## config.mk

```make
export PLATFORM = sky130hd
export DESIGN_NAME = gen_mxifo
export DESIGN_NICKNAME = d
export VERILOG_FILES = /design/src/rtl/gen_xifo_pkg.sv /design/src/rtl/gen_mxifo_chan.sv /design/src/rtl/gen_mxifo.sv
export SDC_FILE = /design/constraint.sdc
export NUM_CORES = 1
export LEC_CHECK = 0
export CORE_ASPECT_RATIO = 0.75
export CORE_MARGIN = 2
export CORE_UTILIZATION = 35
export CTS_BUF_LIST = sky130_fd_sc_hd__clkbuf_2 sky130_fd_sc_hd__clkbuf_4 sky130_fd_sc_hd__clkbuf_8
export DETAILED_ROUTE_END_ITERATION = 7
export PLACE_DENSITY = 0.62
export SETUP_SLACK_MARGIN = 0.02
export SYNTH_ARGS = -nofsm -noshare
export SYNTH_HDL_FRONTEND = slang
export SYNTH_HIERARCHICAL = 1
export SYNTH_SLANG_ARGS = --single-unit
```

## constraint.sdc

```tcl
create_clock -name clk -period 10.9 [get_ports clk]
set_input_delay 2.18 -clock clk [delete_from_list [all_inputs] [get_ports clk]]
set_output_delay 2.18 -clock clk [all_outputs]
set_load 0.02 [all_outputs]
```

## src/rtl/gen_xifo_pkg.sv

```systemverilog
// Shared types for the xifo buffer family.
// Mode string decode and pointer width helper.
package gen_xifo_pkg;

  typedef enum logic {
    XIFO_FIFO = 1'b0,
    XIFO_LIFO = 1'b1
  } xifo_mode_e;

  function automatic xifo_mode_e xifo_mode(
    input logic [31:0] m
  );
    return (m == "LIFO") ? XIFO_LIFO : XIFO_FIFO;
  endfunction

  function automatic int unsigned clog2_min1(
    input int unsigned n
  );
    return (n > 1) ? $clog2(n) : 1;
  endfunction

endpackage

```

## src/rtl/gen_mxifo_chan.sv

```systemverilog
// One channel of gen_mxifo: storage, pointers, count and flags.
// FIFO uses wrap-around pointers; LIFO indexes storage by count.
module gen_mxifo_chan
  import gen_xifo_pkg::*;
#(
  parameter int         Depth        = 8,
  parameter int         DWidth       = 32,
  parameter xifo_mode_e ModeE        = XIFO_FIFO,
  parameter int         AFullThresh  = 6,
  parameter int         AEmptyThresh = 1,
  parameter int         CntW         = $clog2(Depth + 1)
) (
  input  logic              clk,
  input  logic              rstn,
  input  logic              push,
  input  logic              pop,
  input  logic              flush,
  input  logic [DWidth-1:0] data_in,
  output logic [DWidth-1:0] data_out,
  output logic              full,
  output logic              empty,
  output logic              afull,
  output logic              aempty,
  output logic [CntW-1:0]   count
);

  localparam int PtrW = clog2_min1(Depth);
  localparam logic [PtrW-1:0] LastPtr = PtrW'(Depth - 1);

  logic [DWidth-1:0] mem [Depth];
  logic [PtrW-1:0]   rd_ptr;
  logic [PtrW-1:0]   wr_ptr;
  logic [PtrW-1:0]   rd_idx;
  logic [PtrW-1:0]   wr_idx;
  logic [CntW-1:0]   cnt;
  logic              push_ok;
  logic              pop_ok;

  function automatic logic [PtrW-1:0] ptr_inc(
    input logic [PtrW-1:0] p
  );
    return (p == LastPtr) ? '0 : p + 1'b1;
  endfunction

  assign full   = (cnt == CntW'(Depth));
  assign empty  = (cnt == '0);
  assign afull  = (cnt >= CntW'(AFullThresh));
  assign aempty = (cnt <= CntW'(AEmptyThresh));
  assign count  = cnt;

  assign push_ok = push & ~full & ~flush;
  assign pop_ok  = pop & ~empty & ~flush;

  // LIFO push with a same-cycle pop overwrites the current top
  always_comb begin
    rd_idx = rd_ptr;
    wr_idx = wr_ptr;
    if (ModeE == XIFO_LIFO) begin
      rd_idx = PtrW'(cnt - 1'b1);
      wr_idx = pop_ok ? rd_idx : PtrW'(cnt);
    end
  end

  assign data_out = empty ? '0 : mem[rd_idx];

  always_ff @(posedge clk or negedge rstn) begin
    if (!rstn) begin
      cnt    <= '0;
      rd_ptr <= '0;
      wr_ptr <= '0;
    end else if (flush) begin
      cnt    <= '0;
      rd_ptr <= '0;
      wr_ptr <= '0;
    end else begin
      cnt <= cnt + CntW'(push_ok) - CntW'(pop_ok);
      if (push_ok) begin
        wr_ptr <= ptr_inc(wr_ptr);
      end
      if (pop_ok) begin
        rd_ptr <= ptr_inc(rd_ptr);
      end
    end
  end

  always_ff @(posedge clk) begin
    if (push_ok) begin
      mem[wr_idx] <= data_in;
    end
  end

endmodule

```

## src/rtl/gen_mxifo.sv

```systemverilog
// Multi-channel FIFO/LIFO behind one push and one pop port.
// Sticky overflow/underflow flags only when GEN_MXIFO_ERR_EN is defined.
module gen_mxifo
  import gen_xifo_pkg::*;
#(
  parameter int          NumChan      = 4,
  parameter int          QueueDepth   = 8,
  parameter int          DWidth       = 32,
  parameter logic [31:0] Mode         = "FIFO",
  parameter int          AFullThresh  = 6,
  parameter int          AEmptyThresh = 1,
  parameter int          ChW          = clog2_min1(NumChan),
  parameter int          CntW         = $clog2(QueueDepth + 1)
) (
  input  logic                    clk,
  input  logic                    rstn,
  input  logic                    push,
  input  logic [ChW-1:0]          wr_chan,
  input  logic [DWidth-1:0]       data_in,
  input  logic                    pop,
  input  logic [ChW-1:0]          rd_chan,
  output logic [DWidth-1:0]       data_out,
  input  logic [NumChan-1:0]      flush,
  output logic [NumChan-1:0]      full,
  output logic [NumChan-1:0]      empty,
  output logic [NumChan-1:0]      afull,
  output logic [NumChan-1:0]      aempty,
  output logic [NumChan*CntW-1:0] count,
  output logic                    err_ovf,
  output logic                    err_unf
);

  localparam xifo_mode_e ModeE = xifo_mode(Mode);

  logic [NumChan-1:0] push_vec;
  logic [NumChan-1:0] pop_vec;
  logic [DWidth-1:0]  chan_dout [NumChan];

  for (genvar c = 0; c < NumChan; c++) begin : g_chan
    assign push_vec[c] = push & (wr_chan == ChW'(c));
    assign pop_vec[c]  = pop & (rd_chan == ChW'(c));

    gen_mxifo_chan #(
      .Depth       (QueueDepth),
      .DWidth      (DWidth),
      .ModeE       (ModeE),
      .AFullThresh (AFullThresh),
      .AEmptyThresh(AEmptyThresh),
      .CntW        (CntW)
    ) u_chan (
      .clk     (clk),
      .rstn    (rstn),
      .push    (push_vec[c]),
      .pop     (pop_vec[c]),
      .flush   (flush[c]),
      .data_in (data_in),
      .data_out(chan_dout[c]),
      .full    (full[c]),
      .empty   (empty[c]),
      .afull   (afull[c]),
      .aempty  (aempty[c]),
      .count   (count[c*CntW +: CntW])
    );
  end

  // Out-of-range rd_chan matches no channel and reads as zero
  always_comb begin
    data_out = '0;
    for (int c = 0; c < NumChan; c++) begin
      if (rd_chan == ChW'(c)) begin
        data_out = chan_dout[c];
      end
    end
  end

`ifdef GEN_MXIFO_ERR_EN
  logic ovf_evt;
  logic unf_evt;

  assign ovf_evt = |(push_vec & full);
  assign unf_evt = |(pop_vec & empty);

  always_ff @(posedge clk or negedge rstn) begin
    if (!rstn) begin
      err_ovf <= 1'b0;
      err_unf <= 1'b0;
    end else begin
      err_ovf <= err_ovf | ovf_evt;
      err_unf <= err_unf | unf_evt;
    end
  end
`else
  assign err_ovf = 1'b0;
  assign err_unf = 1'b0;
`endif

endmodule
```

; ---- Word level (Yosys, flattened, before mapping)
; Memory sizes are Yosys's and may differ from the RTL's.
; Cells that the tools add are included.
; W data, S select, Z words.
[totals]
n_memories = 4
inputBits = 44
ff_bits = 40
latchBits = 0
mem_bits_ro = 0
word_cells = 152
out_inout_bits = 66
ram_bits = 1024
[classes]
shift = 0
n_mul = 0
magnitude_cmp = 8
eq_ne = 18
reduce_logical = 14
n_addsub = 16
mux = 44
n_div = 0
bitwise_logic = 36
[mem_list]
columns = name, words, word_bits, read_ports, rd_ports_with_merged_regs, wr, line
row1 = g_chan[0].u_chan.mem, 8, 32, 1, 0, 1, gen_mxifo_chan.sv:30  ; logic [DWidth-1:0] mem [Depth];
row2 = g_chan[1].u_chan.mem, 8, 32, 1, 0, 1, gen_mxifo_chan.sv:30
row3 = g_chan[2].u_chan.mem, 8, 32, 1, 0, 1, gen_mxifo_chan.sv:30
row4 = g_chan[3].u_chan.mem, 8, 32, 1, 0, 1, gen_mxifo_chan.sv:30
[op_table]
columns = operator, n
row1 = $mux W32, 8
row2 = $mux W3, 24
row3 = $add A3 B1 Y3 const B, 8
row4 = $and A1 B1 Y1, 24
row5 = $eq A3 B3 Y1 const B, 8
row6 = $add A4 B1 Y4, 4
row7 = $eq A4 B4 Y1 const B, 4
row8 = $ge A4 B3 Y1 const B, 4
row9 = $le A4 B1 Y1 const B, 4
row10 = $logic_not A4 Y1, 4
row11 = $mux W4, 4
row12 = $reduce_bool A2 Y1, 8
row13 = $sub A4 B1 Y4, 4
row14 = $not A1 Y1, 12
row15 = $eq A2 B2 Y1 const B, 4
row16 = $mux W1, 8
row17 = $eq A2 B1 Y1 const B, 2
row18 = $logic_not A2 Y1, 2

; ---- Logic depth before layout (Yosys ltp)
[depth]
ltp_word = 7
ltp_mapped = 12
ltp_nobuf = 11

; ---- By module
; The synthesis kept the hierarchy.
[by_module_without_submodules]
columns = mod, area_per_inst_um2, seq_area_each_um2, instances, cells_each
row1 = gen_mxifo_chan at g_chan[0].u_chan ..., 10294.9, 7937.6, 2, 456
row2 = gen_mxifo_chan at g_chan[2].u_chan, 10289.9, 7937.6, 1, 456
row3 = gen_mxifo_chan at g_chan[3].u_chan, 10288.6, 7937.6, 1, 456
row4 = gen_mxifo, 899.6, 0.0, 1, 51

; ---- Worst setup path after synthesis
; No wires, ideal clock.
[synth_timing]
kind = input port to flip-flop
startpoint = input wr_chan[1]
endpoint = memory g_chan[0].u_chan.mem[0][0] (enable)
setup_ns = 0.501
required_time_ns = 10.399
t_arrival_ns = 6.203
path_stages = 5
path_buffers = 1
slack_ns = 4.196
cell_sequence = nor3b_1 inv_1 or3_1 clkbuf_2 nor4_1
[synth_via]
elab_chain_cells = 6
[synth_rtl]
columns = element, line
row1 = start: declaration, gen_mxifo.sv:18  ; input logic [ChW-1:0] wr_chan,
row2 = $logic_not A2 Y1, gen_mxifo.sv:40  ; assign push_vec[c] = push & (wr_chan == ChW'(c));
row3 = $and A1 B1 Y1, gen_mxifo.sv:40
row4 = $and A1 B1 Y1 (2 in series), gen_mxifo_chan.sv:51  ; assign push_ok = push & ~full & ~flush;
row5 = $mux W1, gen_mxifo_chan.sv:87  ; if (push_ok) begin
row6 = $mux W1 (implied by the code), gen_mxifo_chan.sv:88  ; mem[wr_idx] <= data_in;
row7 = end: declaration, gen_mxifo_chan.sv:30
; No other way between the ends.

==> run_summary.xml <==
<?xml version="1.0" encoding="UTF-8"?>
<metrics>
  <group name="placed_design">
    <metric name="detailed_place_hpwl" unit="um">56700</metric>
    <metric name="gp_routability_congestion" unit="">0.745</metric>
    <metric name="portBuffers" unit="">107</metric>
    <metric name="numPlacedInstances" unit="">3497</metric>
  </group>
  <group name="logic_synthesis">
    <metric name="mappedNetlistArea" unit="um2">42100</metric>
    <metric name="synth.top_cell.area_share" unit="%">73.1</metric>
    <metric name="synthesis.instances" unit="">1875</metric>
    <metric name="synth.lib_cells_used.distinct" unit="">40</metric>
    <metric name="synthesis.yosys.warnings" unit="">6</metric>
    <metric name="ys_seq_area_share" unit="%">75.5</metric>
    <metric name="postSynthRegisterBits" unit="">1064</metric>
    <metric name="top_cell_type_by_total_area_after_synthesis" unit="">sky130_fd_sc_hd__edfxtp_1</metric>
    <metric name="synth_top_cells_by_area" unit="">sky130_fd_sc_hd__edfxtp_1 73%, sky130_fd_sc_hd__mux4_2 15%, sky130_fd_sc_hd__a22o_1 2.7%</metric>
    <metric name="synthesis.area_per_instance" unit="um2">22.4</metric>
  </group>
  <group name="timing">
    <metric name="finalHoldViolCount" unit="">0</metric>
    <metric name="finalCriticalPeriod" unit="ns">6.73</metric>
    <metric name="worstMarginPinSlew" unit="ns">1.28</metric>
    <metric name="timing.fmax" unit="MHz">148</metric>
    <metric name="grt_setup_unrepaired" unit="">false</metric>
    <metric name="final-max-slew-violation-count" unit="">0</metric>
    <metric name="final-setup-viol-count" unit="">0</metric>
    <metric name="tns" unit="ns">0</metric>
    <metric name="layout_worst_path_cycle_share" unit="%">61.8</metric>
    <metric name="maxSlewHeadroom" unit="%">14.5</metric>
    <metric name="fin_skew" unit="ns">0.0380</metric>
  </group>
  <group name="clock_network">
    <metric name="cts-root-to-sink-buffers" unit="">3</metric>
    <metric name="clock_tree.root_cell" unit="">sky130_fd_sc_hd__clkbuf_8</metric>
    <metric name="total_of_hold_buffers_inserted_after_clock_tree_synthesis" unit="">0</metric>
    <metric name="post_cts_resize_count" unit="">0</metric>
    <metric name="cts-htree-levels" unit="">4</metric>
    <metric name="cts_tree" unit="">done</metric>
    <metric name="worst_skew_pair.late_latency" unit="ns">0.83</metric>
    <metric name="post-cts-setup-buffers" unit="">0</metric>
    <metric name="clk_pin_slew_worst_setup_hold_paths" unit="ns">0.06</metric>
    <metric name="numClockSinks" unit="">1064</metric>
    <metric name="number_of_buffers_created_by_cts" unit="">168</metric>
  </group>
  <group name="power_and_ir_drop">
    <metric name="irDropWorstVdd" unit="uV">112</metric>
    <metric name="p_leak" unit="uW">0.0151</metric>
    <metric name="power.density_cell_area" unit="nW/um2">193</metric>
  </group>
  <group name="final_layout">
    <metric name="final_cells" unit="">3795</metric>
    <metric name="layout.filler_cells" unit="">10200</metric>
    <metric name="drive_above_1_share" unit="%">29.5</metric>
    <metric name="layout_common_cells" unit="">1024 x sky130_fd_sc_hd__edfxtp_1, 284 x sky130_fd_sc_hd__mux4_2, 172 x sky130_fd_sc_hd__clkbuf_8</metric>
    <metric name="fin_nets" unit="">2195</metric>
    <metric name="layout_commonest_cell" unit="">sky130_fd_sc_hd__edfxtp_1</metric>
    <metric name="area_growth_syn_to_layout" unit="%">14.9</metric>
  </group>
  <group name="worst_setup_path">
    <metric name="timing.critical_path.required" unit="ns">8.72</metric>
    <metric name="crit_slowest_cell" unit="">sky130_fd_sc_hd__dfrtp_4</metric>
    <metric name="top_cell_family_by_delay_on_the_critical_path" unit="">buffers and inverters</metric>
    <metric name="critPathMaxFanout" unit="">34</metric>
    <metric name="criticalPathCategory" unit="">flip-flop to primary output</metric>
    <metric name="arrival" unit="ns">4.55</metric>
    <metric name="crit_buf_inv" unit="">2</metric>
    <metric name="path_cells" unit="">buf_4 &gt; mux4_2 &gt; a22o_1 &gt; mux4_1 &gt; clkdlybuf4s50_1</metric>
    <metric name="type_of_element_launching_the_critical_path" unit="">flip-flop</metric>
    <metric name="kind_of_capture_point_of_the_worst_setup_path" unit="">primary output</metric>
    <metric name="critical_path.max_stage_delay" unit="ns">0.91</metric>
  </group>
  <group name="global_routing">
    <metric name="grt_use_total" unit="%">17.2</metric>
    <metric name="first_global_vias" unit="">21300</metric>
    <metric name="number_of_antenna_violations_at_the_first_check_in_global_routing" unit="">10</metric>
    <metric name="pin_count_of_the_biggest_net_entering_global_routing" unit="">67</metric>
    <metric name="globalRouteOverflowTotal" unit="">0</metric>
    <metric name="global_route_wire_length_before_repair" unit="um">152000</metric>
  </group>
  <group name="die">
    <metric name="die_w" unit="um">404</metric>
    <metric name="core_area" unit="um2">120000</metric>
    <metric name="initial_core_util" unit="%">35.2</metric>
    <metric name="pin_count" unit="">110</metric>
    <metric name="die_height" unit="um">304</metric>
    <metric name="die_footprint" unit="um2">123000</metric>
    <metric name="core.rowCount" unit="">110</metric>
  </group>
  <group name="flow_run">
    <metric name="number_of_max_cap_violations" unit="">0</metric>
  </group>
  <group name="route">
    <metric name="drt_wl_total" unit="um">105000</metric>
    <metric name="drt_wl_cell" unit="um">27.8</metric>
    <metric name="drt_iter0_drc" unit="">2113</metric>
    <metric name="drc" unit="">0</metric>
    <metric name="avgViaCountPerCell" unit="">5.42</metric>
    <metric name="final_antenna_net_count" unit="">0</metric>
    <metric name="routed-via-count" unit="">20600</metric>
    <metric name="drt_pre_antenna_iters" unit="">7</metric>
  </group>
  <group name="worst_hold_path">
    <metric name="worstHoldPathType" unit="">flip-flop to flip-flop</metric>
  </group>
  <group name="outcome">
    <metric name="status" unit="">finished, final reports clean</metric>
  </group>
</metrics>
==> final cells by class <==
type	instances	area, um2	share of cell area (%)
Antenna cell	3	7.51	0.0155
Clock buffer	224	2760	5.70
Clock inverter	71	574	1.19
Inverter	36	135	0.280
Multi-Input combinational cell	674	9720	20.1
Sequential cell	1064	31800	65.7
Tap cell	1568	1960	4.06
Timing Repair Buffer	155	1420	2.93
==> layer usage <==
| layer | up-vias | global-route usage, % | routed length (um) |
|---|---|---|---|
| li1 | 8454 | - | - |
| met1 | 11200 | 23.1 | 43800 |
| met2 | 796 | 28.1 | 51600 |
| met3 | 158 | 4.09 | 7800 |
| met4 | 12 | 4.75 | 2100 |
| met5 | - | 0 | 67 |
==> metrics by stage <==
stage          instance area [um2]  setup slack, ns  total power, uW  hold slack (ns)  utilization, %
6_report                     48300             4.17             9330            0.646            40.4
5_1_grt                      48300             3.90             9670            0.667            40.4
4_1_cts                      48300             3.96             9440            0.642            40.4
3_5_place_dp                 45000             4.44             6060            0.630            37.6
3_3_place_gp                 45000             4.43             6040            0.602            37.6
2_1_floorplan                42100             4.20             5390            0.551               -
==> final timing paths <==
| kind | slack, ns | to | cells past startpoint | from |
|---|---|---|---|---|
| setup / recovery | 4.17 | data_out[0] | 5 | g_chan[0].u_chan/rd_idx[0]$_DFFE_PN0P_ |
| hold / removal | 0.65 | g_chan[3].u_chan/rd_idx[2]$_DFFE_PN0P_ | 2 | g_chan[3].u_chan/rd_idx[2]$_DFFE_PN0P_ |
| setup reg to reg | 7.88 | g_chan[0].u_chan/count[3]$_DFF_PN0_ | 11 | g_chan[0].u_chan/count[2]$_DFF_PN0_ |
| hold reg to reg | 0.65 | g_chan[3].u_chan/rd_idx[2]$_DFFE_PN0P_ | 2 | g_chan[3].u_chan/rd_idx[2]$_DFFE_PN0P_ |
| max in group asynchronous | 8.83 | g_chan[3].u_chan/rd_idx[0]$_DFFE_PN0P_ | 2 | rstn |
| min in group asynchronous | 1.44 | g_chan[0].u_chan/count[3]$_DFF_PN0_ | 2 | rstn |
==> worst min-delay path: cells and delay by family, from the launching register on <==
kind / cells / cell delay [ns]
AOI/OAI and AO/OA: 2 / 0.18
DFF: 1 / 0.43
==> report_power, final <==
| group | internal, uW | switching (uW) | total (uW) |
|---|---|---|---|
| combinational | 557 | 826 | 1380 |
| clock | 1840 | 1540 | 3380 |
| sequential | 4530 | 49.0 | 4570 |
==> logic make-up (layout without fill, tap and decap cells) <==
kind of cell / after synthesis / in the layout / share of synthesized area [%]
DFF: 1064 / 1064 / 75.5
muxes: 292 / 292 / 15.6
AOI/OAI and AO/OA: 192 / 192 / 3.45
buffers and inverters: 138 / 486 / 1.97
and+or+nand+nor: 132 / 132 / 1.84
adders and majority gates: 52 / 52 / 1.62
xor gates and xnor gates: 4 / 4 / 0.0833
other: 1 / 5 / 0.00891
==> flip-flops by register name (all words and copies together), names as in the netlist <==
signal	count
g_chan.u_chan/mem	1024
g_chan.u_chan/rd_idx	12
g_chan.u_chan/wr_idx	12
g_chan.u_chan/count	16
==> cells in the mapped netlist, drive strengths merged <==
library cell and number:
fa 4, clkbuf 26, inv 36, nor2b 12, dfrtp 40, mux4 288
and2 4, nand2 12, a21o 4, nor3b 2, edfxtp 1024, a21oi 36
nor3 20, nor2 24, and3 2, and3b 4, nor4 4, or3 4
ha 48, a22o 128, xnor2 4, nand2b 8, or4 8, o21ai 24
or3b 8, mux2 4, nand3 12, conb 1, nand4b 8, buf 76
Power figures use the tool's default switching activity.
